<file path="src/rtl/uart_pkg.sv">
// Shared definitions for the UART frame path: byte width, dispatcher FSM
// encoding, the default-width frame record and the destination-index helper.
package uart_pkg;

    localparam int BYTE_SIZE    = 8;
    localparam int FRAME_DATA_W = 64;

    typedef enum logic [1:0] {
        ST_IDLE  = 2'd0,
        ST_CHECK = 2'd1,
        ST_OFFER = 2'd2,
        ST_DROP  = 2'd3
    } state_t;

    typedef struct packed {
        logic [BYTE_SIZE-1:0]    opt;
        logic [BYTE_SIZE-1:0]    len;
        logic [FRAME_DATA_W-1:0] data;
    } frame_t;

    // Bits needed to index one of num_dst consumers (at least one bit).
    function automatic int dst_w(input int num_dst);
        return (num_dst > 1) ? $clog2(num_dst) : 1;
    endfunction

endpackage

</file>
<file path="src/rtl/uart_frame_fifo.sv">
// Small synchronous frame FIFO with a registered read port. A pop loads the
// head entry into rdata_o, which then holds until the next pop. A push into a
// full FIFO is accepted only when a pop frees a slot in the same cycle.
module uart_frame_fifo #(
    parameter int WIDTH = 80,
    parameter int DEPTH = 4
) (
    input  logic             clk_i,
    input  logic             rst_n_i,
    input  logic             push_i,
    input  logic [WIDTH-1:0] wdata_i,
    input  logic             pop_i,
    output logic [WIDTH-1:0] rdata_o,
    output logic             full_o,
    output logic             empty_o
);

    localparam int AW = (DEPTH > 1) ? $clog2(DEPTH) : 1;
    localparam logic [AW-1:0] LAST = AW'(DEPTH - 1);

    logic [WIDTH-1:0] mem_q [DEPTH];
    logic [WIDTH-1:0] rdata_q;
    logic [AW-1:0]    wr_ptr_q, rd_ptr_q;
    logic [AW:0]      count_q;
    logic             do_push, do_pop;

    assign empty_o = (count_q == '0);
    assign full_o  = (count_q == (AW + 1)'(DEPTH));
    assign do_pop  = pop_i && !empty_o;
    assign do_push = push_i && (!full_o || do_pop);
    assign rdata_o = rdata_q;

    // Pointer and occupancy bookkeeping.
    always_ff @(posedge clk_i) begin
        if (!rst_n_i) begin
            wr_ptr_q <= '0;
            rd_ptr_q <= '0;
            count_q  <= '0;
        end else begin
            if (do_push) wr_ptr_q <= (wr_ptr_q == LAST) ? '0 : wr_ptr_q + AW'(1);
            if (do_pop)  rd_ptr_q <= (rd_ptr_q == LAST) ? '0 : rd_ptr_q + AW'(1);
            case ({do_push, do_pop})
                2'b10:   count_q <= count_q + (AW + 1)'(1);
                2'b01:   count_q <= count_q - (AW + 1)'(1);
                default: count_q <= count_q;
            endcase
        end
    end

    // Storage and registered head read; data is not reset.
    always_ff @(posedge clk_i) begin
        if (do_push) mem_q[wr_ptr_q] <= wdata_i;
        if (do_pop)  rdata_q         <= mem_q[rd_ptr_q];
    end

endmodule

</file>
<file path="src/rtl/uart_rx_dispatch.sv">
// Frame dispatcher behind the UART receiver. Buffers decoded frames, checks
// each one for a valid destination and length, offers it on a shared bus to
// one consumer with a bounded wait, and counts dropped / overflowed frames.
module uart_rx_dispatch #(
    parameter int BYTE_SIZE  = uart_pkg::BYTE_SIZE,
    parameter int DATA_SIZE  = 64,
    parameter int NUM_DST    = 4,
    parameter int FIFO_DEPTH = 4,
    parameter int TIMEOUT    = 1023
) (
    input  logic                 CLK,
    input  logic                 RST_N,
    input  logic [BYTE_SIZE-1:0] i_opt,
    input  logic [BYTE_SIZE-1:0] i_len,
    input  logic [DATA_SIZE-1:0] i_data,
    input  logic                 i_valid,
    output logic [NUM_DST-1:0]   o_dst_valid,
    input  logic [NUM_DST-1:0]   i_dst_ready,
    output logic [BYTE_SIZE-1:0] o_dst_opt,
    output logic [BYTE_SIZE-1:0] o_dst_len,
    output logic [DATA_SIZE-1:0] o_dst_data,
    input  logic                 i_clr_stat,
    output logic [BYTE_SIZE-1:0] o_drop_cnt,
    output logic                 o_overflow,
    output logic                 o_busy
);

    import uart_pkg::state_t;
    import uart_pkg::ST_IDLE;
    import uart_pkg::ST_CHECK;
    import uart_pkg::ST_OFFER;
    import uart_pkg::ST_DROP;
    import uart_pkg::dst_w;

    localparam int DST_W   = dst_w(NUM_DST);
    localparam int MAX_LEN = DATA_SIZE / BYTE_SIZE;
    localparam int FW      = 2 * BYTE_SIZE + DATA_SIZE;
    localparam int TMO_W   = (TIMEOUT > 0) ? $clog2(TIMEOUT + 1) : 1;

    // Saturating add of up to two events onto the drop counter.
    function automatic logic [BYTE_SIZE-1:0] sat_add(input logic [BYTE_SIZE-1:0] a,
                                                     input logic [1:0]           b);
        logic [BYTE_SIZE:0] sum;
        sum = {1'b0, a} + {{(BYTE_SIZE - 1){1'b0}}, b};
        return sum[BYTE_SIZE] ? '1 : sum[BYTE_SIZE-1:0];
    endfunction

    state_t               state_q, state_d;
    logic [TMO_W-1:0]     tmo_q, tmo_d;
    logic [BYTE_SIZE-1:0] drop_cnt_q, drop_cnt_d;
    logic                 ovf_q, ovf_d;

    logic                 fifo_pop, fifo_full, fifo_empty, fifo_ovf;
    logic [FW-1:0]        frame_q;
    logic [BYTE_SIZE-1:0] f_opt, f_len;
    logic [DATA_SIZE-1:0] f_data;
    logic [DST_W-1:0]     dst;
    logic                 routable, drop_evt;
    logic [NUM_DST-1:0]   dst_valid;
    logic [1:0]           drop_inc;

    // The FIFO's registered head doubles as the frame register: it only
    // changes on a pop, and pops happen only in IDLE.
    uart_frame_fifo #(
        .WIDTH (FW),
        .DEPTH (FIFO_DEPTH)
    ) u_fifo (
        .clk_i   (CLK),
        .rst_n_i (RST_N),
        .push_i  (i_valid),
        .wdata_i ({i_opt, i_len, i_data}),
        .pop_i   (fifo_pop),
        .rdata_o (frame_q),
        .full_o  (fifo_full),
        .empty_o (fifo_empty)
    );

    assign {f_opt, f_len, f_data} = frame_q;
    assign dst      = f_opt[DST_W-1:0];
    assign routable = ((f_opt >> DST_W) == '0) && (f_len != '0) &&
                      (32'(f_len) <= MAX_LEN);
    assign fifo_ovf = i_valid && fifo_full && !fifo_pop;
    assign drop_inc = {1'b0, drop_evt} + {1'b0, fifo_ovf};

    // Next-state, timeout countdown, pop request and offer decode.
    always_comb begin
        state_d   = state_q;
        tmo_d     = tmo_q;
        fifo_pop  = 1'b0;
        drop_evt  = 1'b0;
        dst_valid = '0;
        case (state_q)
            ST_IDLE: begin
                if (!fifo_empty) begin
                    fifo_pop = 1'b1;
                    state_d  = ST_CHECK;
                end
            end
            ST_CHECK: begin
                if (routable) begin
                    tmo_d   = TMO_W'(TIMEOUT);
                    state_d = ST_OFFER;
                end else begin
                    state_d = ST_DROP;
                end
            end
            ST_OFFER: begin
                dst_valid[dst] = 1'b1;
                if (i_dst_ready[dst]) begin
                    state_d = ST_IDLE;
                end else if (tmo_q == '0) begin
                    state_d = ST_DROP;
                end else begin
                    tmo_d = tmo_q - TMO_W'(1);
                end
            end
            ST_DROP: begin
                drop_evt = 1'b1;
                state_d  = ST_IDLE;
            end
            default: state_d = ST_IDLE;
        endcase
    end

    // Statistics: a clear wipes the old value, same-cycle events still land.
    always_comb begin
        drop_cnt_d = sat_add(i_clr_stat ? '0 : drop_cnt_q, drop_inc);
        ovf_d      = (i_clr_stat ? 1'b0 : ovf_q) | fifo_ovf;
    end

    // Control and statistics registers.
    always_ff @(posedge CLK) begin
        if (!RST_N) begin
            state_q    <= ST_IDLE;
            tmo_q      <= '0;
            drop_cnt_q <= '0;
            ovf_q      <= 1'b0;
        end else begin
            state_q    <= state_d;
            tmo_q      <= tmo_d;
            drop_cnt_q <= drop_cnt_d;
            ovf_q      <= ovf_d;
        end
    end

    // Bus is gated to zero outside OFFER so the frame register needs no reset.
    assign o_dst_valid = dst_valid;
    assign o_dst_opt   = (state_q == ST_OFFER) ? f_opt  : '0;
    assign o_dst_len   = (state_q == ST_OFFER) ? f_len  : '0;
    assign o_dst_data  = (state_q == ST_OFFER) ? f_data : '0;
    assign o_drop_cnt  = drop_cnt_q;
    assign o_overflow  = ovf_q;
    assign o_busy      = !fifo_empty || (state_q != ST_IDLE);

endmodule
</file>
<file path="config.mk">
export PLATFORM = sky130hd
export DESIGN_NAME = uart_rx_dispatch
export DESIGN_NICKNAME = d
export VERILOG_FILES = /design/src/rtl/uart_pkg.sv /design/src/rtl/uart_frame_fifo.sv /design/src/rtl/uart_rx_dispatch.sv
export SDC_FILE = /design/constraint.sdc
export NUM_CORES = 1
export LEC_CHECK = 0
export CAP_MARGIN = 20
export CORE_MARGIN = 10
export CORE_UTILIZATION = 30
export CTS_BUF_LIST = sky130_fd_sc_hd__clkbuf_4 sky130_fd_sc_hd__clkbuf_8
export CTS_CLUSTER_DIAMETER = 60
export CTS_CLUSTER_SIZE = 12
export DETAILED_ROUTE_END_ITERATION = 8
export GPL_ROUTABILITY_DRIVEN = 1
export PLACE_DENSITY = 0.52
export REMOVE_ABC_BUFFERS = 1
export SLEW_MARGIN = 20
export SYNTH_ARGS = -nofsm -noshare
export SYNTH_HDL_FRONTEND = slang
export SYNTH_SLANG_ARGS = --single-unit
</file>
<file path="constraint.sdc">
create_clock -name CLK -period 10.9 [get_ports CLK]
set_clock_uncertainty 0.15 [all_clocks]
set_input_delay 2.725 -clock CLK [delete_from_list [all_inputs] [get_ports CLK]]
set_output_delay 2.725 -clock CLK [all_outputs]
set_load 0.01 [all_outputs]
</file>
* Word-level counts from Yosys, hierarchy flattened
Memory sizes are Yosys's and may differ from the RTL's. A register that Yosys moved wholly into a read port is not among the register bits.
Cells that the tools add are included.
** Storage, ports and cells
- Bits in registers :: 28
- Memory bits (writable) :: 320
- Input bits :: 88
- Output and inout port bits :: 94
- Word-level logic and storage cells :: 82
- Memories kept :: 1
** Memory list
- u_fifo.mem_q :: depth 4, bits a word 80, read ports 1, clocked after memory_dff 1, write ports 1, line uart_frame_fifo.sv:21 : logic [WIDTH-1:0] mem_q [DEPTH];
** Cells by class
- $add $sub $neg :: 7
- Order comparisons :: 3
- Equality and inequality tests :: 13
- Mux-type cells :: 28
- Bitwise operators :: 1
- Reductions and logical operators :: 22
** Operator list (count)
- two-way mux 64 bit :: 1
- two-way mux 8 bit :: 4
- two-way mux 10 bit :: 3
- one-hot mux 10 bit (2 select lines) :: 1
- equality test 2 bit, second input constant :: 5
- logical NOT 10 bit :: 1
- two-way mux 2 bit :: 5
- subtractor 10 x 1 -> 10 bit, second input constant :: 1
- adder 8 x 2 -> 9 bit :: 1
- two-way mux 1 bit :: 9
- less-or-equal comparator 8 x 4 -> 1 bit, second input constant :: 1
- logical NOT 8 bit :: 1
- inequality test 2 bit, second input constant :: 4
- one-hot mux 2 bit (4 select lines) :: 1
- nonzero test 8 bit :: 1
- logical AND 1 bit :: 7
- one-hot mux 3 bit (2 select lines) :: 1
- nonzero test 2 bit :: 3
- adder 2 x 1 -> 2 bit, second input constant :: 2
- equality test 2 x 1 -> 1 bit, second input constant :: 2
- two-way mux 4 bit :: 1
- AND reduction 4 bit :: 1
- adder 3 x 1 -> 3 bit, second input constant :: 1
- equality test 3 bit, second input constant :: 1
- 13 further kinds :: 16

* Depth between registers and ports, before layout
Gate-level depths: netlist (run 1).
- Depth after elaboration :: 8
- Gate-level depth with buffers :: 10
- Mapped depth without buffers :: 9

* By module
From an unflattened synthesis (run 1), not the netlist that was laid out.
** Second synthesis, totals
- Cell total of the unflattened synthesis :: 803
- Area, all modules :: 16286.9 um^2
** By module, submodules not included
- uart_frame_fifo :: instances 1, cells an instance 565, area an instance 14473.9 um^2
- uart_rx_dispatch :: instances 1, cells an instance 238, area an instance 1813.0 um^2

* Worst setup path before layout (run 1)
OpenSTA, ideal clock, no wires.
- Path kind :: register -> register
- Start point :: register state_q[1]
- End point :: register u_fifo.count_q[2]
- Setup time :: 0.070 ns
- Arrival :: 8.001 ns
- Slack :: 2.679 ns
- Cell stages (with the launch flop) :: 9
- Path buffers :: 1
- Path through :: dfxtp_1 buf_2 nor3_1 ha_1 inv_1 fa_1 xor2_1 or3_1 a21oi_1
** Between the ends
- Longest elaborated chain between the ends :: 7
- Elaborated cells between the ends (all ways) :: 9
** RTL lines
- from (decl) :: line uart_rx_dispatch.sv:48 : state_t state_q, state_d;
- from (signal assigned) :: line uart_rx_dispatch.sv:139 : state_q <= state_d;
- logical NOT 2 bit (*) :: line uart_rx_dispatch.sv:92 : case (state_q)
- two-way mux 1 bit (*) :: line uart_rx_dispatch.sv:92
- logical AND 1 bit (*) :: line uart_frame_fifo.sv:29 : assign do_pop = pop_i && !empty_o;
- logical OR 1 bit :: line uart_frame_fifo.sv:30 : assign do_push = push_i && (!full_o || do_pop);
- logical AND 1 bit :: line uart_frame_fifo.sv:30
- equality test 2 x 1 -> 1 bit or equality test 2 bit (tied branches) :: line uart_frame_fifo.sv:42 : case ({do_push, do_pop})
- one-hot mux 3 bit (2 select lines) or nonzero test 2 bit (tied branches)
- to (signal assigned) :: line uart_frame_fifo.sv:43 : 2'b10: count_q <= count_q + (AW + 1)'(1);
- to (signal assigned) :: line uart_frame_fifo.sv:44 : 2'b01: count_q <= count_q - (AW + 1)'(1);
- to (signal assigned) :: line uart_frame_fifo.sv:45 : default: count_q <= count_q;
- to (decl) :: line uart_frame_fifo.sv:24 : logic [AW:0] count_q;
Every way passes the cells marked *; elsewhere a longest branch is shown, timed or not.
A chain may end at the register's enable or synchronous reset.

* Final worst setup path (run 1)
- Start point :: register state_q[1]
- End point :: output o_dst_valid[2]
** Between the ends
- Longest elaborated chain between the ends :: 2
** RTL lines
- equality test 2 bit :: line uart_rx_dispatch.sv:92
- two-way mux 4 bit :: line uart_rx_dispatch.sv:92
- to (decl) :: line uart_rx_dispatch.sv:17 : output logic [NUM_DST-1:0] o_dst_valid,
Every way passes these cells.

==> results of run 1 <==
flip-flops by register name, summed over array words and instances (netlist names):
signal	flops
tmo_q	10
u_fifo.rdata_o	80
u_fifo.rd_ptr_q	2
o_overflow	1
u_fifo.mem_q	320
state_q	2
o_drop_cnt	8
u_fifo.wr_ptr_q	2
u_fifo.count_q	3
synth_stat cells (all sizes together), types with 3 or more instances:
library cell | count | share of area, %
and3 | 5 | 0.20
nor3 | 11 | 0.34
edfxtp | 400 | 75
dfxtp | 28 | 3.5
nand2b | 6 | 0.23
a21oi | 13 | 0.41
xor2 | 6 | 0.33
and2 | 80 | 3.1
nand3 | 6 | 0.19
nor2b | 3 | 0.12
a311oi | 3 | 0.16
clkbuf | 19 | 0.44
o21a | 7 | 0.33
or3 | 4 | 0.16
mux4 | 80 | 11
inv | 11 | 0.26
nand2 | 11 | 0.26
ha | 8 | 0.62
nor2 | 23 | 0.54
nor3b | 5 | 0.23
buf | 15 | 0.50
o21ai | 3 | 0.094
mux2i | 6 | 0.37
worst max path at each step:
stage,startpoint,end,slack (ns),depth (start not counted)
2_1_floorplan,state_q[1],u_fifo.count_q[2],2.72,7
3_3_place_gp,i_valid,u_fifo.mem_q[3][9],5.46,3
3_5_place_dp,i_valid,u_fifo.mem_q[3][9],5.46,3
4_1_cts,state_q[1],o_dst_valid[2],5.05,6
5_1_grt,state_q[1],o_dst_valid[2],4.89,6
6_report,state_q[1],o_dst_valid[2],5.20,6
metal layers:
metal / GRT usage (%) / routed length [µm]
met1: 13.8 / 15300
met2: 18.1 / 16900
met3: 3.43 / 2170
met4: 3.64 / 753
met5: 0 / 90
metrics by stage:
step | hold slack, ns | area, µm² | utilization [%]
2_1_floorplan | 0.284 | 15900 | -
3_3_place_gp | 0.300 | 18700 | 35.4
3_5_place_dp | 0.312 | 18700 | 35.4
4_1_cts | 0.325 | 19400 | 36.8
5_1_grt | 0.346 | 19400 | 36.8
6_report | 0.330 | 19400 | 36.8
cells in the final DEF (no fill, tap or decap), types with 6 or more instances in the layout:
cell type,synthesis,routed
xor2_1,6,6
clkdlybuf4s50_1,0,181
edfxtp_1,400,400
inv_1,11,11
dfxtp_1,28,26
nand3_1,6,6
nor3_1,11,10
mux2i_1,6,6
ha_1,8,8
o21a_1,7,7
buf_4,1,9
nor2_1,23,22
clkbuf_8,0,45
and2_1,80,80
a21oi_1,13,13
nand2_1,11,11
nand2b_1,6,6
mux4_2,80,80
worst max-delay path, cell delays in order (launching register included):
cell and delay, ns:
dfxtp_1 0.49, inv_1 0.14, nor2_4 0.10, buf_4 0.55, and2_1 0.23, nor2b_1 0.13
clkdlybuf4s50_1 0.55
layout make-up:
class	instances	area (µm²)	area share, %
diodes	1	2.50	0.0129
clock buffers	50	657	3.38
clock inverters	10	68.8	0.354
inverters	11	41.3	0.213
multi-input cells	306	3310	17.0
flip-flops and latches	428	12600	64.8
well taps	688	861	4.43
repair buffers	191	1900	9.78
logic make-up after synthesis:
kind of cell               share of synthesized area [%]
AOI/OAI and AO/OA                                   1.66
xor gates and xnor gates                           0.382
adders and majority gates                          0.874
buffers and inverters                               1.20
DFF                                                 78.4
muxes                                               11.7
and+or+nand+nor                                     5.83
power by group through the flow:
stage          Combinational (mW)  Clock [mW]  Sequential (mW)
3_5_place_dp                0.807           0             2.33
4_1_cts                     0.810       0.988             2.29
6_report                    0.798       0.939             2.26
5_1_grt                     0.877        1.05             2.30
2_1_floorplan               0.452           0             2.30
3_3_place_gp                0.803           0             2.33
==> flow_summary.ini, run 1 <==
[critical_path]
crit_arrival_ns = 2.82
reg2reg_slack_ns = 8.09
startpoint_type = flip-flop
critPathRequiredTime_ns = 8.03
endpoint_kind = output pin
worstRegToRegCells = 4
r2r-end = u_fifo.mem_q[1][9]
critPathKind = flip-flop to output pin
path_max_fanout = 81
r2r-start = state_q[0]

[drt]
wl_per_cell_um = 20.9
via_per_inst = 4.50
dr.pass1.iters = 5
wl_um = 35300
detail-route-antenna-nets = 0
drtIter0Drc = 341
num_vias = 7589
route.detailed.drc = 0

[cells_and_area]
stdcell_count = 1685
syn2layout_area_growth_pct = 21.1
final_layout_size_suffix_gt1_share_pct = 16.1
nFillCells = 4919
final_nets = 1080

[floorplan]
io_pins = 182
die_w_um = 251
core.rowCount = 84
die_area_um2 = 63100
initial_core_util_pct = 30.4
coreArea_um2 = 52800
fp.dieH_um = 251

[place]
gp_congestion = 0.706
port_buffers = 181
hpwl_um = 21300
place_inst = 1623
pre_cts_ws_ns = 5.46

[outcome]
outcome = finished clean

[clock_network]
path_clk_slew_ns = 0.09
clock-root-buffer = clkbuf_8
ctsHoldBuffers = 0
cts_tree = done
cts.repair.resized = 0
clkLatencyLatePin_ns = 0.62
clock_sink_count = 428
post-cts-setup-buffers = 0
cts_buffer_depth = 3
numCtsBuffers = 44
htree_levels = 2

[synth]
yosys_warnings = 0
synth_area_um2 = 16000
avgSynthCellArea_um2 = 20.6
synthCells = 779
ys_seq_area_share_pct = 78.4
synth_edf_count = 400
ys.flop_type = edfxtp_1
ys_types = 47
async_flop_share_pct = 0
ys_seq_elements = 428

[grt]
overflow = 0
first_global_vias = 8257
track_usage_pct = 11.1
grt_max_degree = 82
grt_pass1_wl_um = 52900
antenna_found_initial = 9

[power_and_ir_drop]
power_density_nw_per_um2 = 206
internal_power_mw = 2.92
clkPwrFrac_pct = 23.5
combPwrFrac_pct = 19.9
vdd_drop_max_v = 0.0000994
p_leak_nw = 6.09
switching_share_pct = 27.1
pwr-share-seq_pct = 56.6
fin_total_pwr_mw = 4.00
p_sw_mw = 1.08

[timing]
hold_viol = 0
fin_tns_setup_ns = 0
slew_headroom_pct = 27.4
setup_viol = 0
fin_crit_sh_pct = 52.3
setup_ws_ns = 5.20
fin_crit_ns = 5.70
maxSlewViolCount = 0
fmax_mhz = 176
rsz0062_at_grt = no
worst_pin_slew_ns = 1.09

[min_path]
whs_endpoint = tmo_q[7]
hp-class = flip-flop to flip-flop
holdCritStartpoint = tmo_q[7]
min_path_cells = 2

[run]
drv_cap = 0
Note: power is estimated with default switching activity, not from simulation.
==> run 2: changes to the inputs <==
clock period = 5.33 ns   (was 10.9 ns; I/O delays follow)
==> flow_summary.ini, run 2 (same netlist as run 1, synthesis figures left out) <==
[outcome]
outcome = finished clean

[clock_network]
cts.repair.resized = 0
numCtsBuffers = 45
htree_levels = 2
cts_tree = done
cts_buffer_depth = 3
post-cts-setup-buffers = 0
ctsHoldBuffers = 0
clock-root-buffer = clkbuf_8
path_clk_slew_ns = 0.07
clock_sink_count = 428
clkLatencyLatePin_ns = 0.62

[run]
drv_cap = 0

[drt]
detail-route-antenna-nets = 0
drtIter0Drc = 457
dr.pass1.iters = 4
route.detailed.drc = 0
wl_per_cell_um = 20.9
via_per_inst = 4.61
num_vias = 7813
wl_um = 35400

[grt]
first_global_vias = 8334
antenna_found_initial = 5
grt_pass1_wl_um = 53800
grt_max_degree = 54
overflow = 0
track_usage_pct = 11.2

[cells_and_area]
final_layout_size_suffix_gt1_share_pct = 16.7
final_cell_mix = 400 x edfxtp_1, 181 x clkdlybuf4s50_1, 80 x and2_1, 80 x mux4_2, 49 x clkbuf_8
syn2layout_area_growth_pct = 22.3
largest_reg_flops = 320
top_register = u_fifo.mem_q
final_nets = 1082
stdcell_count = 1696
utilization_pct = 37.2
final_common_cell = edfxtp_1

[critical_path]
slowest_stage = nor2_4
endpoint_kind = output pin
startpoint_type = flip-flop
critPathRequiredTime_ns = 3.85
crit_arrival_ns = 2.99
critPathKind = flip-flop to output pin
crit_path_max_incr_delay_ns = 0.57
worstRegToRegCells = 8
path_max_fanout = 26
cp_cell_sequence = inv_1 > nor2_4 > buf_4 > and2_1 > nor2b_1 > clkdlybuf4s50_1

[power_and_ir_drop]
fin_total_pwr_mw = 8.43
p_leak_nw = 6.18
vdd_drop_max_v = 0.000161
power_density_nw_per_um2 = 430

[timing]
maxSlewViolCount = 0
fmax_mhz = 224
fin_crit_ns = 4.47
fin_tns_setup_ns = 0
setup_ws_ns = 0.862
slew_headroom_pct = 38.2
hold_viol = 0
worst_pin_slew_ns = 0.927
rsz0062_at_grt = no
fin_crit_sh_pct = 83.8
setup_viol = 0

[floorplan]
die_area_um2 = 63100
coreArea_um2 = 52800
die_w_um = 251
io_pins = 182
initial_core_util_pct = 30.4
fp.dieH_um = 251
core.rowCount = 84

[place]
pre_cts_ws_ns = 1.39
place_inst = 1625
gp_congestion = 0.710
hpwl_um = 20600
port_buffers = 181

[min_path]
min_path_cells = 2
hp-class = flip-flop to flip-flop
## run 2: changes by cell type in the layout (fill, tap and decap cells not counted), moves of 2 or more
cell / delta
buf_12: +4
bufinv_16: +2
clkbuf_8: +4
clkinv_2: -4
buf_4: -3
clkinv_1: +2
clkinv_4: +2
clkbuf_4: +5
## run 2: final timing paths
| path | startpoint | endpoint | slack [ns] |
|---|---|---|---|
| max | state_q[1] | o_dst_valid[2] | 0.86 |
| min | tmo_q[7] | tmo_q[7] | 0.31 |
| max reg2reg | state_q[0] | o_drop_cnt[3] | 2.63 |
| min reg2reg | tmo_q[7] | tmo_q[7] | 0.31 |
## run 2: stage by stage
| step | instance area (µm²) | hold WS, ns |
|---|---|---|
| 2_1_floorplan | 15900 | 0.284 |
| 4_1_cts | 19600 | 0.316 |
| 3_3_place_gp | 18700 | 0.299 |
| 5_1_grt | 19600 | 0.337 |
| 3_5_place_dp | 18700 | 0.305 |
| 6_report | 19600 | 0.314 |
## run 2: worst max-delay path: cells and delay by family (launching register included)
kind,cells,cell delay [ns]
buffers and inverters,3,1.03
and+or+nand+nor,3,0.86
DFF,1,0.48
## run 2: where the power goes
group,leakage (nW),internal [mW],switching [mW]
sequential,3.91,4.37,0.316
clock,0.447,1.01,1.13
combinational,1.82,0.789,0.811
total,6.18,6.17,2.26
## run 2: per-layer routing
metal | track usage [%] | wire length, µm | vias to the layer above
met5 | 0 | 69 | -
met4 | 3.81 | 808 | 10
met3 | 3.11 | 1960 | 70
met2 | 18.1 | 16900 | 184
met1 | 14.4 | 15700 | 4048
li1 | - | - | 3501
## run 2: area by class of cell
cell class,count,area [µm²]
Sequential cell,428,12600
Multi-Input combinational cell,306,3310
Inverter,11,41.3
Clock inverter,10,118
Tap cell,688,861
Antenna cell,2,5.00
Timing Repair Buffer,192,1960
Fill cell,4893,33100
Clock buffer,59,749
==> run 3: changes to the inputs <==
clock period = 4.6 ns   (was 5.33 ns; I/O delays follow)
==> flow_summary.ini, run 3 (same netlist as run 1, synthesis figures left out) <==
[cells_and_area]
final_layout_size_suffix_gt1_share_pct = 17.7
nFillCells = 4925
top_register = u_fifo.mem_q
final_nets = 1090
final_cell_mix = 400 x edfxtp_1, 181 x clkdlybuf4s50_1, 80 x and2_1, 80 x mux4_2, 46 x clkbuf_8
largest_reg_flops = 320
syn2layout_area_growth_pct = 22.6
final_common_cell = edfxtp_1

[place]
gp_congestion = 0.712
port_buffers = 181
hpwl_um = 20700

[clock_network]
htree_levels = 2
post-cts-setup-buffers = 0
path_clk_slew_ns = 0.09
ctsHoldBuffers = 0
cts_buffer_depth = 3
cts.repair.resized = 0
clkLatencyLatePin_ns = 0.61
numCtsBuffers = 46
clock_sink_count = 428
clock-root-buffer = clkbuf_8
cts_tree = done

[drt]
num_vias = 7786
wl_per_cell_um = 20.8
drtIter0Drc = 418
wl_um = 35400
route.detailed.drc = 0
detail-route-antenna-nets = 0
via_per_inst = 4.57
dr.pass1.iters = 4

[floorplan]
core.rowCount = 84
coreArea_um2 = 52800
io_pins = 182
die_w_um = 251
die_area_um2 = 63100
fp.dieH_um = 251
initial_core_util_pct = 30.4

[timing]
maxSlewViolCount = 0
fin_tns_setup_ns = 0
holdWs_ns = 0.321
hold_viol = 0
fin_crit_sh_pct = 84.3
setup_viol = 0
slew_headroom_pct = 41.5
fmax_mhz = 258
worst_pin_slew_ns = 0.878
fin_crit_ns = 3.88
rsz0062_at_grt = no

[grt]
overflow = 0
grt_max_degree = 84
first_global_vias = 8511
antenna_found_initial = 5
grt_pass1_wl_um = 54200
track_usage_pct = 11.3

[critical_path]
startpoint_type = flip-flop
critPathRequiredTime_ns = 3.30
path_max_fanout = 25
reg2reg_slack_ns = 1.91
endpoint_kind = output pin
critPathKind = flip-flop to output pin
crit_path_max_incr_delay_ns = 0.55
cp_cell_sequence = inv_1 > nor2_4 > buf_4 > and2_1 > nor2b_1 > clkdlybuf4s50_1
slowest_stage = clkdlybuf4s50_1
worst-path-buf-inv = 3
cp_top_family = buffers and inverters
crit_arrival_ns = 2.58

[run]
drv_cap = 0

[power_and_ir_drop]
p_leak_nw = 6.21
power_density_nw_per_um2 = 496
vdd_drop_max_v = 0.000255
fin_total_pwr_mw = 9.75

[min_path]
hp-class = flip-flop to flip-flop

[outcome]
outcome = finished clean
-- run 3: cell types whose count changed in the layout (fill, tap and decap cells not counted) --
cell / previous run / this run
diode_2: 2 / 1
clkinvlp_4: 2 / 4
clkbuf_4: 10 / 13
bufinv_16: 2 / 1
buf_4: 6 / 13
clkbuf_8: 49 / 46
clkinv_1: 2 / 0
inv_8: 0 / 2
clkinv_4: 2 / 3
clkinv_2: 0 / 1
-- run 3: worst paths after layout --
| path | startpoint | endpoint | cells after the start |
|---|---|---|---|
| hold reg to reg | tmo_q[7] | tmo_q[7] | 2 |
| setup / recovery | state_q[1] | o_dst_valid[2] | 6 |
| hold / removal | tmo_q[7] | tmo_q[7] | 2 |
| setup reg to reg | state_q[0] | o_drop_cnt[3] | 8 |
-- run 3: through the flow --
stage / utilization (%) / setup WS (ns) / cell area (µm²) / cells
global placement: 35.6 / 0.864 / 18800 / 1632
detailed placement: 35.6 / 0.828 / 18800 / 1632
CTS: 37.3 / 0.611 / 19700 / 1704
finish: 37.3 / 0.723 / 19700 / 1705
global route: 37.3 / 0.447 / 19700 / 1704
floorplan: - / -3.58 / 15900 / 745
-- run 3: final cells by class --
class                           count  area [µm²]  share of cell area (%)
Clock buffer                       59         731                    3.72
Sequential cell                   428       12600                    64.0
Multi-Input combinational cell    306        3310                    16.8
Tap cell                          688         861                    4.38
Clock inverter                     13         131                   0.668
Antenna cell                        1        2.50                  0.0127
Inverter                           11        41.3                   0.210
Timing Repair Buffer              199        2010                    10.2
-- run 3: worst register-to-register path, cell delays in order (launching register included) --
cell and delay, ns:
dfxtp_1 0.53, nor2_1 0.12, nand4b_1 0.24, fa_1 0.45, and4bb_1 0.30, nand4_1 0.14
or3_1 0.48, o21a_1 0.15, nor2_1 0.07
-- run 3: where the power goes --
group	switching (mW)	total, mW	internal (mW)
clock	1.35	2.46	1.11
combinational	1.01	1.93	0.921
sequential	0.301	5.36	5.06
total	2.65	9.75	7.09
-- run 3: metal layers --
metal,routed length (µm),vias up,GRT usage [%],part of all wire (%)
met4,770,10,3.17,2.2
met5,71,-,0,0.20
met1,15600,4003,14.6,44
li1,-,3525,-,-
met2,16600,182,18.0,47
met3,2320,66,3.47,6.5
